### src/rtl/kgp_pkg.sv
// ---------------------------------------------------------------------------
// kgp_pkg
// Shared definitions for the KGP-RISC fetch path:
//   - redirect kind encodings carried on redirect_kind
//   - fetch sequencer FSM state encoding
//   - default program counter loaded on reset
// ---------------------------------------------------------------------------
package kgp_pkg;

  localparam logic [31:0] DEFAULT_RESET_PC = 32'h0000_0000;

  typedef enum logic [1:0] {
    REDIR_BR   = 2'b00,  // cur_pc-relative branch
    REDIR_JMP  = 2'b01,  // absolute jump
    REDIR_CALL = 2'b10,  // absolute call, produces a link address
    REDIR_RET  = 2'b11   // return
  } redir_kind_e;

  typedef enum logic [1:0] {
    ST_IDLE   = 2'b00,
    ST_FETCH  = 2'b01,
    ST_HOLD   = 2'b10,
    ST_HALTED = 2'b11
  } fetch_state_e;

endpackage

### src/rtl/kgp_ras.sv
// ---------------------------------------------------------------------------
// kgp_ras
// Circular return-address stack. A push when full overwrites the oldest
// entry; a pop when empty is ignored. pop_data always shows the top entry.
//
// Ports:
//   clk        clock
//   rst        asynchronous active-low reset
//   push       write push_data on top of the stack
//   push_data  address to push
//   pop        remove the top entry
//   pop_data   current top entry (valid when !empty)
//   empty      no entries held
//   full       DEPTH entries held
// ---------------------------------------------------------------------------
module kgp_ras #(
  parameter int unsigned DEPTH  = 4,
  parameter int unsigned DATA_W = 32
) (
  input  logic              clk,
  input  logic              rst,
  input  logic              push,
  input  logic [DATA_W-1:0] push_data,
  input  logic              pop,
  output logic [DATA_W-1:0] pop_data,
  output logic              empty,
  output logic              full
);

  localparam int unsigned PTR_W = (DEPTH > 1) ? $clog2(DEPTH) : 1;
  localparam int unsigned CNT_W = $clog2(DEPTH + 1);
  localparam logic [PTR_W-1:0] LAST = PTR_W'(DEPTH - 1);

  logic [DATA_W-1:0] mem [DEPTH];
  logic [PTR_W-1:0]  wr_ptr;   // next slot to write
  logic [PTR_W-1:0]  top_ptr;  // most recently written slot
  logic [CNT_W-1:0]  count;

  assign top_ptr  = (wr_ptr == '0) ? LAST : wr_ptr - PTR_W'(1);
  assign pop_data = mem[top_ptr];
  assign empty    = (count == '0);
  assign full     = (count == CNT_W'(DEPTH));

  always_ff @(posedge clk or negedge rst) begin
    if (!rst) begin
      wr_ptr <= '0;
      count  <= '0;
      mem    <= '{default: '0};
    end else if (push) begin
      // The write pointer wraps over the oldest entry once full; count saturates.
      mem[wr_ptr] <= push_data;
      wr_ptr      <= (wr_ptr == LAST) ? '0 : wr_ptr + PTR_W'(1);
      if (!full) count <= count + CNT_W'(1);
    end else if (pop && !empty) begin
      wr_ptr <= top_ptr;
      count  <= count - CNT_W'(1);
    end
  end

endmodule

### src/rtl/kgp_fetch_sequencer.sv
// ---------------------------------------------------------------------------
// kgp_fetch_sequencer
// Owns the program counter, issues instruction-memory requests and hands
// fetched words to decode over a valid/ready handshake. Applies redirects
// (branch, jump, call, return) from execute relative to cur_pc, the PC of
// the last instruction decode accepted.
//
// Build option: define KGP_RAS_EN to add a RAS_DEPTH-entry return-address
// stack (kgp_ras). Without it, returns go to redirect_target.
//
// Ports:
//   clk, rst                  clock, asynchronous active-low reset
//   imem_req/imem_addr        fetch request and address (address == pc)
//   imem_ack/imem_rdata       fetch completion and instruction word
//   instr_valid/instr_ready   handshake to decode
//   instr_data/instr_pc       registered instruction and its PC
//   redirect_valid/kind/target  one-cycle redirect from execute
//   link_we/link_addr         link register write for calls
//   halt/halted               stop after the current handoff / stopped
// ---------------------------------------------------------------------------
module kgp_fetch_sequencer
  import kgp_pkg::*;
#(
  parameter int unsigned       ADDR_W    = 32,
  parameter logic [ADDR_W-1:0] RESET_PC  = ADDR_W'(DEFAULT_RESET_PC),
  parameter int unsigned       RAS_DEPTH = 4
) (
  input  logic              clk,
  input  logic              rst,
  output logic              imem_req,
  output logic [ADDR_W-1:0] imem_addr,
  input  logic              imem_ack,
  input  logic [31:0]       imem_rdata,
  output logic              instr_valid,
  input  logic              instr_ready,
  output logic [31:0]       instr_data,
  output logic [ADDR_W-1:0] instr_pc,
  input  logic              redirect_valid,
  input  logic [1:0]        redirect_kind,
  input  logic [ADDR_W-1:0] redirect_target,
  output logic              link_we,
  output logic [ADDR_W-1:0] link_addr,
  input  logic              halt,
  output logic              halted
);

  if (RAS_DEPTH < 1) begin : g_bad_ras_depth
    $error("kgp_fetch_sequencer: RAS_DEPTH must be at least 1");
  end

  fetch_state_e      state, state_nxt;
  logic [ADDR_W-1:0] pc;
  logic [ADDR_W-1:0] cur_pc;
  logic [ADDR_W-1:0] link_next;
  logic [ADDR_W-1:0] redir_raw;
  logic [ADDR_W-1:0] redir_pc;
  logic              squash;      // the outstanding request belongs to an abandoned path
  logic              redir_take;
  logic              fetch_hit;
  logic              accept;
  logic              is_call;

  assign redir_take = redirect_valid && (state != ST_HALTED);
  // A redirect in the same cycle as an ack discards that ack.
  assign fetch_hit  = (state == ST_FETCH) && imem_ack && !squash && !redirect_valid;
  // A redirect in the same cycle as ready voids the handshake.
  assign accept     = (state == ST_HOLD) && instr_ready && !redirect_valid;
  assign is_call    = redir_take && (redirect_kind == REDIR_CALL);
  assign link_next  = cur_pc + ADDR_W'(4);

`ifdef KGP_RAS_EN
  logic              ras_pop;
  logic              ras_empty;
  logic [ADDR_W-1:0] ras_top;

  kgp_ras #(
    .DEPTH  (RAS_DEPTH),
    .DATA_W (ADDR_W)
  ) u_ras (
    .clk       (clk),
    .rst       (rst),
    .push      (is_call),
    .push_data (link_next),
    .pop       (ras_pop),
    .pop_data  (ras_top),
    .empty     (ras_empty),
    .full      ()
  );
`endif

  always_comb begin
    redir_raw = redirect_target;
`ifdef KGP_RAS_EN
    ras_pop   = 1'b0;
`endif
    case (redirect_kind)
      REDIR_BR:  redir_raw = cur_pc + redirect_target;
      REDIR_RET: begin
`ifdef KGP_RAS_EN
        if (!ras_empty) begin
          redir_raw = ras_top;
          ras_pop   = redir_take;
        end
`endif
      end
      default:   redir_raw = redirect_target;
    endcase
    redir_pc = redir_raw & ~ADDR_W'(3);
  end

  always_comb begin
    state_nxt = state;
    case (state)
      ST_IDLE:   state_nxt = ST_FETCH;
      ST_FETCH:  if (fetch_hit) state_nxt = ST_HOLD;
      ST_HOLD: begin
        if (redirect_valid)   state_nxt = ST_FETCH;
        else if (instr_ready) state_nxt = halt ? ST_HALTED : ST_FETCH;
      end
      ST_HALTED: state_nxt = ST_HALTED;
      default:   state_nxt = ST_IDLE;
    endcase
  end

  always_ff @(posedge clk or negedge rst) begin
    if (!rst) state <= ST_IDLE;
    else      state <= state_nxt;
  end

  always_ff @(posedge clk or negedge rst) begin
    if (!rst) begin
      pc         <= RESET_PC;
      cur_pc     <= RESET_PC;
      instr_pc   <= RESET_PC;
      instr_data <= '0;
      squash     <= 1'b0;
      link_we    <= 1'b0;
      link_addr  <= '0;
    end else begin
      link_we <= is_call;
      if (is_call) link_addr <= link_next;

      if (redir_take) begin
        pc <= redir_pc;
      end else if (accept) begin
        pc     <= instr_pc + ADDR_W'(4);
        cur_pc <= instr_pc;
      end

      if (fetch_hit) begin
        instr_data <= imem_rdata;
        instr_pc   <= pc;
      end

      // Redirect with no ack leaves the old request in flight: drop its ack
      // when it eventually arrives. Any ack clears the pending squash.
      if (state == ST_FETCH) squash <= redirect_valid ? !imem_ack : (squash && !imem_ack);
      else                   squash <= 1'b0;
    end
  end

  assign imem_req    = (state == ST_FETCH);
  assign imem_addr   = pc;
  assign instr_valid = (state == ST_HOLD);
  assign halted      = (state == ST_HALTED);

endmodule

### config.mk
export PLATFORM = sky130hd
export DESIGN_NAME = kgp_fetch_sequencer
export DESIGN_NICKNAME = d
export VERILOG_FILES = /design/src/rtl/kgp_pkg.sv /design/src/rtl/kgp_ras.sv /design/src/rtl/kgp_fetch_sequencer.sv
export SDC_FILE = /design/constraint.sdc
export NUM_CORES = 1
export LEC_CHECK = 0
export ABC_AREA = 1
export CAP_MARGIN = 20
export CORE_ASPECT_RATIO = 2
export CORE_MARGIN = 4
export CORE_UTILIZATION = 48
export CTS_CLUSTER_SIZE = 20
export DETAILED_ROUTE_END_ITERATION = 8
export PLACE_DENSITY_LB_ADDON = 0.2
export SETUP_SLACK_MARGIN = 0.05
export SLEW_MARGIN = 20
export SYNTH_ARGS = -nofsm -noshare
export SYNTH_HDL_FRONTEND = slang
export SYNTH_HIERARCHICAL = 1
export SYNTH_SLANG_ARGS = --single-unit
### constraint.sdc
create_clock -name clk -period 1.9 [get_ports clk]
set_input_delay 0.285 -clock clk [delete_from_list [all_inputs] [get_ports clk]]
set_output_delay 0.285 -clock clk [all_outputs]
set_load 0.005 [all_outputs]
==> run metrics, run 1 <==
outcome complete, but fails checks; failing checks setup timing; Antenna diodes 0; Total GRT Usage 38.7%; share of the synthesized area in the top cell type 39.1%; worst ir drop on vdd 1.22 mV; die height 217 um; IO Pins approximately 200; cts bufs inserted 17; core box area roughly 22000 um^2; Core Util, Final between 80% and 90%; share of cells above drive strength 1 32.9%; Die Area between 20000 and 25000 um^2; syn_nets 1674; Port Buf Inserts roughly 200; crit-path cells ha_4 -> nand2_4 -> nor2_2 -> buf_4 -> nand2_1 -> nor2_2 -> nand2_4 -> nand3_1 -> nand3_2 -> nand2_2 -> nand2_1 -> nand2_1 -> nand2_1; Setup crit start cur_pc[22]; max incr delay on CP 0.44 ns; clock buffer depth 2; Arr. time, crit path 2.36 ns; Crit-path slowest cell dfrtp_1; Starting Density 48.6%; final hold vios 0; Slew Limit Fails 0; HP Class in -> async; CTS root buf clkbuf_16; Unique masters post-synth 41; count leader, synth nand2_1; final setup vio count 22; synth cell count leaders nand2_1 (591), inv_1 (200), nor2_1 (165), dfrtp_1 (164), o21ai_0 (89); Worst-Skew Late Latency 0.46 ns; Max Clock Freq 497 MHz; DRC 0; Setup TNS -1.12 ns; Post-Place Cells 2234; drt pass-1 iters 5; reg-to-reg startpoint cur_pc[22]; dpl ws -0.803 ns; H-tree lvl count 4; setup ws final -0.111 ns; Post-synth ARST share 100%; RSZ-0062 raised after global routing true; power density over cell area 1610 nW/um^2; Finished Layout Cells 2311; Final GP Congestion 1.04; largest area contributor in the netlist dfrtp_1; Total Routed Length about 48000 um; first-pass GRT wire length approximately 72000 um; Vias/cell about 5.5; CP Data Required Time 2.25 ns; vias in the first global route 12700; Avg Cell Area, Syn 6.69 um^2; leakage 8.45 nW; Yosys Warn Count 6; clock sinks 164; crit end category register; Clock Skew 0.0100 ns; DPL Wire Length 36000 um; via count 12700; Post-synth EDFFs 0; CP Launch Type register; area grow syn2layout 66.4%; Tightest Pin Transition 0.499 ns; Antenna Nets Post-Route 0; FILL cells 1500; initial antenna violation count 0; Synth Flop Type dfrtp_1; cells after synthesis around 1600; die span in x 113 um; Final Cell Area 17500 um^2; TritonCTS clock tree built; CP max FO 4; Iter 0 DRT Violations between 1000 and 1500; worst rel slew slack roughly 67%; minimum clock period 2.01 ns; part of the cycle the worst path needs 106%; Seq/Total Area, Yosys 39.1%; largest net degree at the start of global routing 62; Rows 76; fin nets 2129; Worst path most repeated cell nand2_1; Remaining Overflow, GRT 0; Mapped Area ~11000 um^2; Reg clk slew, reported paths 0.07 ns; #FFs+latches synth approximately 160; largest cells by area after synthesis dfrtp_1 (39%), nand2_1 (21%), inv_1 (7.1%); MaxCap Viol Count 0; critical path class reg -> reg; Cell Area, Placed 14600 um^2; Routed WL per cell around 21 um
cells by family after synthesis:
family	share of synthesized area (%)
AO/OA/AOI/OAI	9.27
XOR/XNOR	2.59
adder cells (fa/ha/maj)	3.81
buffers and inverters	9.18
flip-flops	39.1
AND/OR/NAND/NOR	36.1
path summary, 6_finish.rpt:
| check | end | cells after the start | slack (ns) |
|---|---|---|---|
| hold reg to reg | link_addr[3] | 2 | 0.48 |
| max in group asynchronous | instr_data[10] | 3 | 0.93 |
| setup / recovery | imem_addr[28] | 13 | -0.11 |
| hold / removal | link_addr[21] | 2 | 0.36 |
| setup reg to reg | imem_addr[28] | 13 | -0.11 |
| min in group clk | instr_data[17] | 3 | 0.36 |
worst max-delay path: cells and delay by family (launching register included):
family,cells,cell delay (ns)
buf+inv,1,0.15
fa+ha+maj,1,0.34
simple gates,11,0.96
flops,1,0.44
sequential cells by signal, summed over array words and instances, names as in the netlist:
register    flops
squash          1
instr_data     32
cur_pc         32
link_we         1
link_addr      32
imem_addr      32
instr_pc       32
state           2
layout by cell type (no fill, tap or decap), types with 19 or more instances in the layout:
master / n
inv_2: 28
buf_6: 41
nor2_4: 28
nand2_1: 462
nand2_2: 99
clkdlybuf4s50_1: 198
xor2_1: 19
buf_4: 224
nor2_1: 128
ha_4: 30
a21oi_2: 25
dfrtp_1: 148
nand3_1: 46
nand2_4: 33
a21oi_1: 19
o21ai_0: 75
nor2_2: 19
nand3_2: 24
inv_1: 178
per-stage QoR:
step / hold slack [ns] / power (mW)
detailed placement: 0.264 / 20.3
CTS: 0.347 / 25.9
finish: 0.355 / 28.2
global route: 0.355 / 29.7
global placement: 0.256 / 20.1
floorplan: -0.0106 / 12.1
cell type report:
class | count | area (um^2) | share of cell area, %
clock inverters | 15 | 195 | 1.12
repair buffers | 479 | 4400 | 25.2
inverters | 207 | 779 | 4.46
clock buffers | 17 | 425 | 2.44
multi-input cells | 1156 | 7210 | 41.2
flip-flops and latches | 164 | 4120 | 23.6
well taps | 273 | 342 | 1.96
where the power goes:
part	internal [mW]	total (mW)	switching, mW
logic	8.34	17.7	9.34
clock network	2.10	3.71	1.61
registers	5.13	6.76	1.63
repair_timing:
action	CTS	global route
resized for setup	228	249
endpoints found under the hold margin	37	0
endpoints found under the setup margin	41	57
setup buffers	16	31
pin swaps	80	143
hold buffers	1	0
per-layer routing:
layer  track usage, %  up-vias  wire length (um)
li1                 -     5850                 -
met1             40.5     5963             16100
met2             66.2      684             24000
met3             8.85      245              3350
met4             29.6        0              4950
met5                0        -                 0
Power figures use the tool's default switching activity.
==> run 2: changes to the inputs <==
--- a/config.mk
+++ b/config.mk
@@ -13,6 +13,7 @@
 export CTS_CLUSTER_SIZE = 20
 export DETAILED_ROUTE_END_ITERATION = 8
 export PLACE_DENSITY_LB_ADDON = 0.2
+export REMOVE_ABC_BUFFERS = 1
 export SETUP_SLACK_MARGIN = 0.05
 export SLEW_MARGIN = 20
 export SYNTH_ARGS = -nofsm -noshare
==> run metrics, run 2 (synthesized netlist as in run 1, its figures left out) <==
outcome complete, but fails checks; failing checks setup timing; crit-path cells nand2_1 -> inv_1 -> nand3_1 -> nor3_1 -> nand4_1 -> xor2_1 -> nand2_1 -> nand2_1 -> nand2_1 -> nand2_1; worst rel slew slack between 60% and 70%; Port Buf Inserts just over 200; max incr delay on CP 0.42 ns; Remaining Overflow, GRT 0; Slew Limit Fails 0; CP Launch Type register; first-pass GRT wire length 67100 um; MaxCap Viol Count 0; leakage between 8 and 9 nW; crit end category register; H-tree lvl count 4; Tightest Pin Transition 0.559 ns; Total GRT Usage 35.8%; Worst-Skew Late Latency between 0.4 and 0.5 ns; part of the cycle the worst path needs 113%; Vias/cell 5.47; family with the most delay on the worst path simple AND/OR/NAND/NOR gates; DPL Wire Length 34400 um; Final GP Congestion approximately 1.0; Rows 76; die height 217 um; Cell Area, Placed 14500 um^2; Comb power frac 62.0%; switching power about 12 mW; Crit-path slowest cell dfrtp_1; Core Util, Final between 70% and 80%; core box area between 20000 and 25000 um^2; via count about 13000; Final Cell Area 17000 um^2; Max Clock Freq 465 MHz; Routed WL per cell 20.2 um; largest net degree at the start of global routing 66; cts bufs inserted 17; CP Data Required Time 2.24 ns; share of cells above drive strength 1 around 29%; critical path class reg -> reg; Internal ~15 mW; Iter 0 DRT Violations between 900 and 1000; Antenna Nets Post-Route 0; Starting Density about 49%; final setup vio count 21; Power Total 26.5 mW; CTS root buf clkbuf_16; clock buffer depth 2; RSZ-0062 raised after global routing true; die span in x 113 um; Antenna diodes 0; Worst path most repeated cell nand2_1; Reg clk slew, reported paths 0.07 ns; most frequent cells in the layout nand2_1 (494), buf_4 (207), clkdlybuf4s50_1 (196), inv_1 (176), dfrtp_1 (160); drt pass-1 iters 7; clock sinks 164; setup ws final -0.250 ns; vias in the first global route 12700; sequential share of power between 20% and 30%; Finished Layout Cells 2288; worst ir drop on vdd between 1 and 1.5 mV; minimum clock period 2.15 ns; Die Area roughly 24000 um^2; TritonCTS clock tree built; IO Pins 204; Arr. time, crit path 2.49 ns; initial antenna violation count 0; Worst Path Buf+Inv 1; DRC 0; clock power share about an eighth; fin nets 2106; switch share 43.9%; commonest non-fill, non-tap cell in the layout nand2_1; final hold vios 0; Clock Skew roughly 0.012 ns; area grow syn2layout 61.8%; Total Routed Length around 46000 um; CP max FO 4; HP Class in -> async; power density over cell area 1560 nW/um^2; Worst Hold Margin between 0.3 and 0.4 ns; Post-Place Cells ~2200
run 2: changes by cell type in the layout (fill, tap and decap cells not counted), moves of 5 or more:
| cell | before | now |
|---|---|---|
| nand2_2 | 99 | 74 |
| buf_12 | 11 | 17 |
| dfrtp_2 | 16 | 4 |
| nor3_2 | 2 | 10 |
| buf_6 | 41 | 29 |
| dfrtp_1 | 148 | 160 |
| nand2_1 | 462 | 494 |
| buf_4 | 224 | 207 |
| nor3_4 | 12 | 5 |
| nand2_4 | 33 | 24 |
| nor2_4 | 28 | 23 |
| nor2_1 | 128 | 133 |
run 2: final cells by class:
cell class,count,area (um^2)
inverter,207,785
timing repair buffer,456,4250
tap,273,342
sequential,164,4110
clock buffer,21,460
clock inverter,11,118
fill,1547,4590
multi-input combinational,1156,6930
run 2: metal layers:
metal | part of all wire [%] | global-route usage, % | vias to the layer above
met4 | 7.5 | 24.7 | 0
met5 | 0 | 0 | -
met1 | 34 | 35.4 | 5918
met2 | 54 | 66.3 | 593
met3 | 5.4 | 6.09 | 190
li1 | - | - | 5809
run 2: path summary, 6_finish.rpt:
check / startpoint / to / slack [ns] / cells after the start
max: instr_pc[10] / imem_addr[25] / -0.25 / 10
max reg2reg: instr_pc[10] / imem_addr[25] / -0.25 / 10
max in group asynchronous: rst / imem_addr[26] / 0.82 / 3
min in group clk: imem_rdata[27] / instr_data[27] / 0.36 / 3
min: rst / link_addr[2] / 0.32 / 2
min reg2reg: instr_data[14] / instr_data[14] / 0.48 / 2
run 2: power by group through the flow:
stage	combinational (mW)	clock [mW]	sequential, mW
2_1_floorplan	5.49	0	6.48
3_5_place_dp	13.1	0	6.46
5_1_grt	17.7	3.67	6.74
4_1_cts	14.6	3.55	6.52
3_3_place_gp	12.9	0	6.39
6_report	16.5	3.50	6.59
run 2: timing repair:
action	4_1_cts	5_1_grt
buffers inserted	11	38
hold endpoints to repair	39	0
endpoints found under the setup margin	40	47
gates resized for setup	178	212
hold buffers	1	0
pin swaps	40	94
run 2: through the flow:
stage	setup WS (ns)	setup TNS, ns
2_1_floorplan	-0.984	-102.94
3_3_place_gp	-0.903	-15.39
3_5_place_dp	-0.841	-15.45
4_1_cts	-0.0608	-0.181
5_1_grt	-0.306	-3.54
6_report	-0.250	-1.12
